**config.mk**
```make
export PLATFORM = sky130hd
export DESIGN_NAME = cas_feeder
export DESIGN_NICKNAME = d
export VERILOG_FILES = /design/src/rtl/cas_feeder.sv
export SDC_FILE = /design/constraint.sdc
export NUM_CORES = 1
export LEC_CHECK = 0
export CAP_MARGIN = 20
export CORE_ASPECT_RATIO = 0.5
export CORE_MARGIN = 2
export CORE_UTILIZATION = 54
export DETAILED_ROUTE_END_ITERATION = 12
export GPL_TIMING_DRIVEN = 1
export PLACE_DENSITY = 0.9
export SYNTH_ARGS = -nofsm -noshare
export SYNTH_HDL_FRONTEND = slang
export SYNTH_SLANG_ARGS = --single-unit
export TNS_END_PERCENT = 1
```
**constraint.sdc**
```tcl
create_clock -name clk -period 4.4 [get_ports clk]
set_clock_uncertainty 0.2 [all_clocks]
set_input_delay 0.66 -clock clk [delete_from_list [all_inputs] [get_ports clk]]
set_output_delay 0.66 -clock clk [all_outputs]
set_load 0.1 [all_outputs]
```
**src/rtl/cas_feeder.sv**
```systemverilog
// cas_feeder: streams a cassette tape image to a square-wave byte generator.
// The stream is a leader run, one sync byte, then the image bytes from memory.
// Playback can pause at byte boundaries (play low) and resume mid-image.
// Every output is registered.
module cas_feeder #(
  parameter int          ADDR_W      = 18,
  parameter logic [15:0] LEADER_LEN  = 16'd1024,
  parameter logic [7:0]  LEADER_BYTE = 8'h55,
  parameter logic [7:0]  SYNC_BYTE   = 8'h7F,
  parameter logic [7:0]  START_LEN   = 8'd64
) (
  input  logic              clk,
  input  logic              reset,
  input  logic              play,
  input  logic              motor,
  input  logic              rewind,
  input  logic [ADDR_W-1:0] len,
  output logic [ADDR_W-1:0] mem_addr,
  output logic              mem_rd,
  input  logic [7:0]        mem_data,
  output logic              gen_start,
  output logic [7:0]        gen_din,
  output logic              gen_extend,
  input  logic              gen_done,
  output logic              busy,
  output logic              eof,
  output logic [ADDR_W-1:0] pos
);

  localparam logic [1:0] S_IDLE  = 2'd0;
  localparam logic [1:0] S_FETCH = 2'd1;
  localparam logic [1:0] S_START = 2'd2;
  localparam logic [1:0] S_WAIT  = 2'd3;

  // Kind of byte currently being sent.
  localparam logic [1:0] K_LEADER = 2'd0;
  localparam logic [1:0] K_SYNC   = 2'd1;
  localparam logic [1:0] K_DATA   = 2'd2;

  // FETCH sub-steps: 0 = mem_rd out, 1 = read in flight, 2 = data arrives,
  // 3 = byte staged, waiting for the motor before START. Leader and sync
  // bytes need no memory read and are staged straight into step 3.
  localparam logic [1:0] F_RD    = 2'd0;
  localparam logic [1:0] F_LAT   = 2'd2;
  localparam logic [1:0] F_READY = 2'd3;

  logic [1:0]        state;
  logic [1:0]        kind;
  logic [1:0]        fstep;
  logic [7:0]        scnt;
  logic [15:0]       lcnt;
  logic              sync_done;

  logic [1:0]        cur_kind;
  logic [1:0]        nxt_kind;
  logic [1:0]        launch_kind;
  logic [ADDR_W-1:0] launch_addr;
  logic [ADDR_W-1:0] pos_inc;
  logic [16:0]       lcnt_inc;
  logic              last_byte;
  logic              idle_go;
  logic              wait_exit;
  logic              wait_go;
  logic              do_launch;

  assign pos_inc  = pos + {{(ADDR_W-1){1'b0}}, 1'b1};
  assign lcnt_inc = {1'b0, lcnt} + 17'd1;

  // Byte to send when starting from IDLE. A nonzero position (or a sync
  // already sent) means a resume, so leader and sync are skipped.
  always_comb begin
    cur_kind = K_DATA;
    if (pos == '0 && !sync_done) begin
      if (lcnt < LEADER_LEN) cur_kind = K_LEADER;
      else                   cur_kind = K_SYNC;
    end
  end

  // Byte that follows the one finishing in WAIT.
  always_comb begin
    nxt_kind = K_DATA;
    if (kind == K_LEADER) begin
      if (lcnt_inc < {1'b0, LEADER_LEN}) nxt_kind = K_LEADER;
      else                               nxt_kind = K_SYNC;
    end
  end

  assign last_byte = (kind == K_DATA) && (pos_inc == len);
  assign idle_go   = (state == S_IDLE) && !rewind && play && motor &&
                     !eof && (len != '0);
  assign wait_exit = (state == S_WAIT) && gen_done;
  assign wait_go   = wait_exit && !last_byte && play;
  assign do_launch = idle_go || wait_go;

  // The launched data byte reads at the position it will occupy; after a
  // data byte that is the freshly incremented position.
  assign launch_kind = (state == S_IDLE) ? cur_kind : nxt_kind;
  assign launch_addr = (state == S_WAIT && kind == K_DATA) ? pos_inc : pos;

  // Main sequencer: state, counters and all registered outputs.
  always_ff @(posedge clk) begin
    if (reset) begin
      state      <= S_IDLE;
      kind       <= K_LEADER;
      fstep      <= F_RD;
      scnt       <= '0;
      lcnt       <= '0;
      sync_done  <= 1'b0;
      mem_addr   <= '0;
      mem_rd     <= 1'b0;
      gen_start  <= 1'b0;
      gen_din    <= '0;
      gen_extend <= 1'b0;
      busy       <= 1'b0;
      eof        <= 1'b0;
      pos        <= '0;
    end else begin
      mem_rd <= 1'b0;
      case (state)
        S_IDLE: begin
          // Rewind wins over play; playback may start on the next cycle.
          if (rewind) begin
            pos       <= '0;
            eof       <= 1'b0;
            lcnt      <= '0;
            sync_done <= 1'b0;
          end else if (play && len == '0) begin
            eof <= 1'b1;
          end
        end
        S_FETCH: begin
          // Nothing has reached the generator yet, so a stop here is a
          // clean byte boundary; the byte is refetched on resume.
          if (!play) begin
            state <= S_IDLE;
            busy  <= 1'b0;
          end else begin
            case (fstep)
              F_LAT: begin
                gen_din    <= mem_data;
                gen_extend <= 1'b1;
                fstep      <= F_READY;
              end
              F_READY: begin
                if (motor) begin
                  state     <= S_START;
                  gen_start <= 1'b1;
                  scnt      <= '0;
                end
              end
              default: fstep <= fstep + 2'd1;
            endcase
          end
        end
        S_START: begin
          // Motor is not consulted: a byte once started always completes.
          if (scnt == START_LEN - 8'd1) begin
            gen_start <= 1'b0;
            state     <= S_WAIT;
          end else begin
            scnt <= scnt + 8'd1;
          end
        end
        default: begin
          if (wait_exit) begin
            case (kind)
              K_LEADER: lcnt      <= lcnt + 16'd1;
              K_SYNC:   sync_done <= 1'b1;
              default:  pos       <= pos_inc;
            endcase
            if (last_byte) begin
              eof   <= 1'b1;
              busy  <= 1'b0;
              state <= S_IDLE;
            end else if (!play) begin
              busy  <= 1'b0;
              state <= S_IDLE;
            end
          end
        end
      endcase

      // Stage the next byte: data goes through a memory read, leader and
      // sync are loaded directly.
      if (do_launch) begin
        state <= S_FETCH;
        busy  <= 1'b1;
        kind  <= launch_kind;
        if (launch_kind == K_DATA) begin
          mem_addr <= launch_addr;
          mem_rd   <= 1'b1;
          fstep    <= F_RD;
        end else begin
          gen_din    <= (launch_kind == K_LEADER) ? LEADER_BYTE : SYNC_BYTE;
          gen_extend <= 1'b0;
          fstep      <= F_READY;
        end
      end
    end
  end

endmodule

```
==> results of run 1 <==
-- cell type report --
type	instances	area, um2
fillers	713	2760
clock buffers	10	239
multi-input cells	475	2960
clock inverters	5	57.6
repair buffers	94	901
flip-flops and latches	80	1600
inverters	11	41.3
well taps	117	146
-- per-stage QoR --
step / total power (W) / util, % / worst slack, ps / std cells
finish: 0.00164 / 68.3 / 653 / 792
global placement: 0.000898 / 64.9 / 641 / 777
floorplan: 0.000843 / - / 574 / 613
detailed placement: 0.000899 / 64.9 / 534 / 777
CTS: 0.00164 / 68.3 / 688 / 792
global route: 0.00168 / 68.3 / 457 / 792
-- synth_stat cells (all sizes together) (6+ instances only) --
cell	n	area share [%]
a211oi	39	7.2
dfxtp	80	33
a31oi	11	1.4
nand4	16	2.1
and3	13	1.8
and4	8	1.4
nand3	24	2.6
nand2	59	4.6
xnor2	24	4.3
nor2	67	5.2
or3	15	1.9
inv	10	0.78
nor3	9	0.93
nor2b	8	1.0
ha	10	2.6
clkbuf	24	1.9
o21ai	29	3.0
buf	23	3.1
a21oi	39	4.0
nor4	11	1.4
a22oi	6	0.93
xor2	27	4.9
-- flip-flops by register name (all words and copies together) (netlist names) --
signal and count:
lcnt 16, fstep 2, busy 1, state 2, pos 18, eof 1
gen_extend 1, gen_start 1, kind 2, mem_rd 1, sync_done 1, scnt 8
mem_addr 18, gen_din 8
-- cell families after synthesis --
logic type,synth area share (%)
AOI/OAI and AO/OA,21.6
xor gates and xnor gates,9.22
adders and majority gates,2.58
buffers and inverters,5.79
DFF,33.1
muxes,1.06
and+or+nand+nor,26.6
-- tightest hold or removal path: stages, from the launching register on --
cell and delay, ps:
dfxtp_1 300, nand2_1 50, a31oi_1 70
-- metal layers --
metal,share of wire [%],track usage [%],up-vias
li1,-,-,2337
met1,42,34.8,2335
met2,48,46.0,226
met3,6.8,6.38,33
met4,2.4,12.0,0
met5,0,0,-
-- layout by cell type (no fill, tap or decap), types with 12 or more instances in the layout --
cell | synthesis | final
nand4_1 | 16 | 16
or3_1 | 15 | 15
a21oi_1 | 39 | 39
o21ai_0 | 28 | 28
buf_4 | 5 | 14
nor2_1 | 67 | 67
and3_1 | 12 | 12
nand2_1 | 59 | 59
clkdlybuf4s50_1 | 0 | 79
dfxtp_1 | 80 | 80
xor2_1 | 27 | 27
a211oi_1 | 28 | 28
xnor2_1 | 24 | 24
nand3_1 | 23 | 23
-- power breakdown --
part	switching (W)	leakage [nW]	internal (W)
Sequential	0.00000441	0.646	0.000731
Clock	0.000304	0.148	0.000452
Combinational	0.0000946	1.28	0.0000558
Total	0.000403	2.07	0.00124
-- how the worst min path moves through the flow --
stage,cells past startpoint,from,end
floorplan,2,sync_done,sync_done
detailed placement,2,gen_din[4],gen_din[4]
global placement,2,gen_din[7],gen_din[7]
finish,2,gen_din[4],gen_din[4]
global route,2,gen_din[4],gen_din[4]
CTS,2,gen_din[4],gen_din[4]
==> load_flow_metrics.sql, run 1 <==
INSERT INTO impl_metrics (metric_group, metric, value, unit) VALUES
('place', 'placement.cell_area', '5650', 'um2'),
('worst_setup_path', 'worstPathBufferInverterCount', '1', ''),
('worst_setup_path', 'crit_path_max_fanout', '19', ''),
('worst_setup_path', 'slowest_stage', 'nor4_1', ''),
('sta', 'timing.setup.tns', '0', 'ps'),
('synth', 'post_synth_inst_count', '613', ''),
('die', 'initial_core_utilization', '55.6', '%'),
('synth', 'synth_edf_count', '0', ''),
('die', 'design.die.area', '9790', 'um2'),
('synth', 'synth_warn', '0', ''),
('drt', 'routed_wire_length_per_instance', '16.7', 'um'),
('drt', 'drt_iter0_markers', '437', ''),
('global_route', 'grt_first_pass_wirelength', '21.5', 'mm'),
('sta', 'timing_max_transition_violations_final', '0', ''),
('clocking', 'tritoncts', 'yes', ''),
('worst_setup_path', 'worst_path_dominant_cell_family', 'simple AND/OR/NAND/NOR gates', ''),
('clocking', 'insertion_delay', '340', 'ps'),
('clocking', 'cts_inserted_buffers', '9', ''),
('status', 'run_status', 'completed', ''),
('synth', 'synth_fp_nets', '655', ''),
('cells_and_area', 'finish.net_count', '713', ''),
('synth', 'postSynthRegisterBits', '80', ''),
('die', 'chipHeight', '71.0', 'um'),
('clocking', 'root_buffer', 'clkbuf_16', ''),
('worst_setup_path', 'crit_start', 'pos[1]', ''),
('clocking', 'hold_buffers', '0', ''),
('global_route', 'number_of_antenna_violations_at_the_first_check_in_global_routing', '0', ''),
('place', 'globalplace.congestion', '0.966', ''),
('hold_path', 'timing.hold.worst.class', 'reg -> reg', ''),
('cells_and_area', 'postLayoutCellArea', '5950', 'um2'),
('worst_setup_path', 'regToRegEndpoint', 'kind[1]', ''),
('job', 'maxCapViolations', '0', ''),
('sta', 'finalSetupViolations', '0', ''),
('drt', 'vias', '4931', ''),
('sta', 'slew-limit-headroom', '34.1', '%'),
('worst_setup_path', 'crit_type', 'reg -> reg', ''),
('sta', 'max_slew.worst_pin.slew', '986', 'ps'),
('drt', 'via_per_inst', '6.23', ''),
('worst_setup_path', 'worstSetupEndpoint', 'kind[1]', ''),
('clocking', 'cts.repair.resized', '0', ''),
('worst_setup_path', 'timing.critical_path.from_type', 'flop', ''),
('die', 'die_x', '138', 'um'),
('synth', 'unique_cell_type_count_in_the_yosys_netlist', '59', ''),
('power', 'p_leak', '2.07', 'nW'),
('power', 'power_density', '276', 'nW/um2'),
('clocking', 'clockBufferDepth', '2', ''),
('drt', 'wl', '13.2', 'mm'),
('die', 'io_pins', '81', ''),
('worst_setup_path', 'r2r_start', 'pos[1]', ''),
('synth', 'synth_ff_type', 'dfxtp_1', ''),
('worst_setup_path', 'cp_max_stage_delay', '660', 'ps'),
('synth', 'synth_area_per_cell', '7.90', 'um2'),
('clocking', 'clock_sink_count', '80', ''),
('sta', 'shortest_period_the_worst_path_allows', '3750', 'ps'),
('sta', 'holdWs', '279', 'ps'),
('drt', 'ant_nets', '0', ''),
('cells_and_area', 'layout_cells_sized_above_1', '7.11', '%'),
('clocking', 'htreeDepth', '3', ''),
('global_route', 'first_global_vias', '4531', ''),
('worst_setup_path', 'cp.arrival', '3790', 'ps'),
('drt', 'drt_drc_violations_left', '0', ''),
('clocking', 'path_clk_slew', '60', 'ps'),
('clocking', 'postCtsSetupBuffers', '0', ''),
('synth', 'synth.yosys.seq_area_share', '33.1', '%'),
('place', 'port-buffer-count', '80', ''),
('synth', 'post_synth_design_cell_area', '4840', 'um2'),
('worst_setup_path', 'critical_path_depth', '9', ''),
('sta', 'min_period_over_period', '85.2', '%'),
('sta', 'rsz0062_at_grt', 'false', ''),
('worst_setup_path', 'worst_r2r_path_depth', '9', ''),
('cells_and_area', 'syn2layout_area_growth', '22.8', '%');
Power figures use the tool's default switching activity.
==> run 2: changes to the inputs <==
--- a/config.mk
+++ b/config.mk
@@ -8,10 +8,10 @@
 export CAP_MARGIN = 20
 export CORE_ASPECT_RATIO = 0.5
 export CORE_MARGIN = 2
-export CORE_UTILIZATION = 54
+export CORE_UTILIZATION = 40
 export DETAILED_ROUTE_END_ITERATION = 12
 export GPL_TIMING_DRIVEN = 1
-export PLACE_DENSITY = 0.9
+export PLACE_DENSITY = 0.72
 export SYNTH_ARGS = -nofsm -noshare
 export SYNTH_HDL_FRONTEND = slang
 export SYNTH_SLANG_ARGS = --single-unit
==> run 2 against run 1 <==
  * Critical path depth shrank 1
  * First-iteration DRC count shrank 28%
  * Via count fell by 1.5%
  * Maximum frequency shrank 8.2%
  * Final cell count rose by 5.9%
  * Worst hold slack gained 2.1 ps
  * Clock-buffer cell count unchanged
  * Routed wire length up 2.8%
  * Non-clock buffer count down 2
==> load_flow_metrics.sql, run 2 (same netlist as run 1, synthesis figures left out) <==
INSERT INTO impl_metrics (metric_group, metric, value, unit) VALUES
('clocking', 'root_buffer', 'clkbuf_16', ''),
('worst_setup_path', 'timing.critical_path.cells', 'ha_1 -> nand3_2 -> nor4_1 -> xnor2_1 -> nand4_1 -> or4b_1 -> a21o_1 -> a22o_1', ''),
('place', 'hpwlAfterDp', '9.44', 'mm'),
('drt', 'wl', '13.6', 'mm'),
('global_route', 'grt_first_pass_wirelength', '22.0', 'mm'),
('clocking', 'insertion_delay', '350', 'ps'),
('sta', 'rsz0062_at_grt', 'false', ''),
('cells_and_area', 'layout.filler_cells', '1136', ''),
('worst_setup_path', 'slowest_stage', 'nor4_1', ''),
('hold_path', 'min_from', 'gen_din[7]', ''),
('worst_setup_path', 'cp.arrival', '4130', 'ps'),
('sta', 'timing_max_transition_violations_final', '0', ''),
('cells_and_area', 'final_common_cell', 'dfxtp_1', ''),
('clocking', 'cts.repair.resized', '0', ''),
('worst_setup_path', 'timing.critical_path.from_type', 'flop', ''),
('power', 'power_density', '284', 'nW/um2'),
('drt', 'ant_nets', '0', ''),
('clocking', 'postCtsSetupBuffers', '0', ''),
('worst_setup_path', 'regToRegEndpoint', 'kind[1]', ''),
('job', 'maxCapViolations', '0', ''),
('cells_and_area', 'fin_util', '51.0', '%'),
('worst_setup_path', 'crit_type', 'reg -> reg', ''),
('cells_and_area', 'seqCellArea', '1600', 'um2'),
('worst_setup_path', 'crit_path_max_fanout', '19', ''),
('sta', 'timing.setup.tns', '0', 'ps'),
('cells_and_area', 'layout_cells_sized_above_1', '6.82', '%'),
('global_route', 'grt-ovfl-total', '0', ''),
('cells_and_area', 'finish.net_count', '711', ''),
('drt', 'vias', '4857', ''),
('drt', 'drt_pass1_iterations', '5', ''),
('drt', 'drt_drc_violations_left', '0', ''),
('cells_and_area', 'mostFrequentLayoutCells', 'dfxtp_1, clkdlybuf4s50_1, nor2_1', ''),
('cells_and_area', 'area_occupied_by_multi_input_gates', '2960', 'um2'),
('place', 'port-buffer-count', '80', ''),
('hold_path', 'timing.hold.worst.class', 'reg -> reg', ''),
('clocking', 'cts_inserted_buffers', '9', ''),
('die', 'io_pins', '81', ''),
('sta', 'min_period_over_period', '92.8', '%'),
('global_route', 'global_route.usage.total', '21.1', '%'),
('cells_and_area', 'largest_registers_ranked_by_flip_flop_count', 'mem_addr (18), pos (18), lcnt (16)', ''),
('die', 'initial_core_utilization', '41.0', '%'),
('sta', 'clock.fmax', '245', 'MHz'),
('drt', 'routed_wire_length_per_instance', '16.2', 'um'),
('worst_setup_path', 'critical_path.endpoint_type', 'flop', ''),
('global_route', 'first_global_vias', '4446', ''),
('hold_path', 'hold_end', 'gen_din[7]', ''),
('worst_setup_path', 'worst_r2r_path_depth', '8', ''),
('hold_path', 'hold_depth', '2', ''),
('global_route', 'pin_count_of_the_biggest_net_entering_global_routing', '62', ''),
('power', 'p_leak', '2.06', 'nW'),
('worst_setup_path', 'crit_start', 'pos[1]', ''),
('drt', 'via_per_inst', '5.79', ''),
('clocking', 'clockBufferDepth', '2', ''),
('die', 'floorplan.rows', '28', ''),
('clocking', 'htreeDepth', '3', ''),
('worst_setup_path', 'cp_max_stage_delay', '720', 'ps'),
('clocking', 'hold_buffers', '0', ''),
('worst_setup_path', 'worstPathBufferInverterCount', '0', ''),
('sta', 'slew-limit-headroom', '32.5', '%'),
('clocking', 'path_clk_slew', '70', 'ps'),
('clocking', 'clock_sink_count', '80', ''),
('sta', 'finalSetupViolations', '0', ''),
('die', 'chipHeight', '81.8', 'um'),
('worst_setup_path', 'r2r_start', 'pos[1]', ''),
('sta', 'shortest_period_the_worst_path_allows', '4080', 'ps'),
('power', 'vdd.ir_drop.worst', '0.168', 'mV'),
('clocking', 'tritoncts', 'yes', ''),
('cells_and_area', 'syn2layout_area_growth', '24.3', '%'),
('worst_setup_path', 'r2r_slack', '320', 'ps'),
('die', 'die_x', '160', 'um'),
('status', 'run_status', 'completed', ''),
('die', 'design.die.area', '13100', 'um2'),
('worst_setup_path', 'worst_path_dominant_cell_family', 'simple AND/OR/NAND/NOR gates', ''),
('drt', 'drt_iter0_markers', '314', ''),
('global_route', 'number_of_antenna_violations_at_the_first_check_in_global_routing', '0', ''),
('cells_and_area', 'antennaDiodeCount', '0', ''),
('sta', 'max_slew.worst_pin.slew', '1010', 'ps'),
('worst_setup_path', 'worst_ep_required', '4450', 'ps'),
('die', 'core_area', '11800', 'um2'),
('sta', 'final-hold-violation-count', '0', ''),
('place', 'globalplace.congestion', '0.961', '');
==> run 2: cell types whose count changed in the layout (fill, tap and decap cells not counted), sizes merged <==
cell,before,now
clkinv,5,2
buf,15,13
clkinvlp,0,2
bufinv,1,2
inv,10,11
==> run 2: how the worst max path moves through the flow <==
stage	endpoint	depth (start not counted)
finish	kind[1]	8
floorplan	mem_addr[10]	11
detailed placement	kind[1]	8
global route	kind[1]	8
global placement	kind[1]	8
CTS	kind[1]	8
==> run 2: where the power goes <==
part | switching, W | total [W] | internal (W)
combinational | 0.0000951 | 0.000151 | 0.0000557
sequential | 0.00000465 | 0.000736 | 0.000731
clock | 0.000323 | 0.000823 | 0.000500
==> run 2: final cells by class <==
class,count,area share (%)
clock inverter,6,1.54
inverter,11,0.686
timing repair buffer,92,14.7
clock buffer,10,3.80
multi-input combinational,475,49.2
tap,165,3.43
sequential,80,26.6
==> run 2: stage by stage <==
stage / instance area [um2] / setup WS, ps / cells / hold slack (ps) / total power [W]
final: 6020 / 317 / 839 / 281 / 0.00171
after global routing: 6020 / 126 / 839 / 305 / 0.00176
after CTS: 6020 / 368 / 839 / 284 / 0.00172
after detailed placement: 5700 / 352 / 823 / 275 / 0.000902
after global placement: 5700 / 441 / 823 / 263 / 0.000899
after floorplan: 4840 / 574 / 613 / 241 / 0.000843
==> run 2: worst register-to-register path, delay by kind of cell (launching register included) <==
kind / cells / cell delay (ps)
AND/OR/NAND/NOR: 4 / 1770
AO/OA/AOI/OAI: 2 / 950
flip-flops: 1 / 480
adder cells (fa/ha/maj): 1 / 360
XOR/XNOR: 1 / 220
==> run 2: metal layers <==
metal  up-vias  global-route usage [%]  share of wire (%)
met2       164                    36.5                 48
li1       2326                       -                  -
met3        24                    4.95                6.3
met4         0                    7.91                2.3
met5         -                       0                  0
met1      2343                    26.1                 44
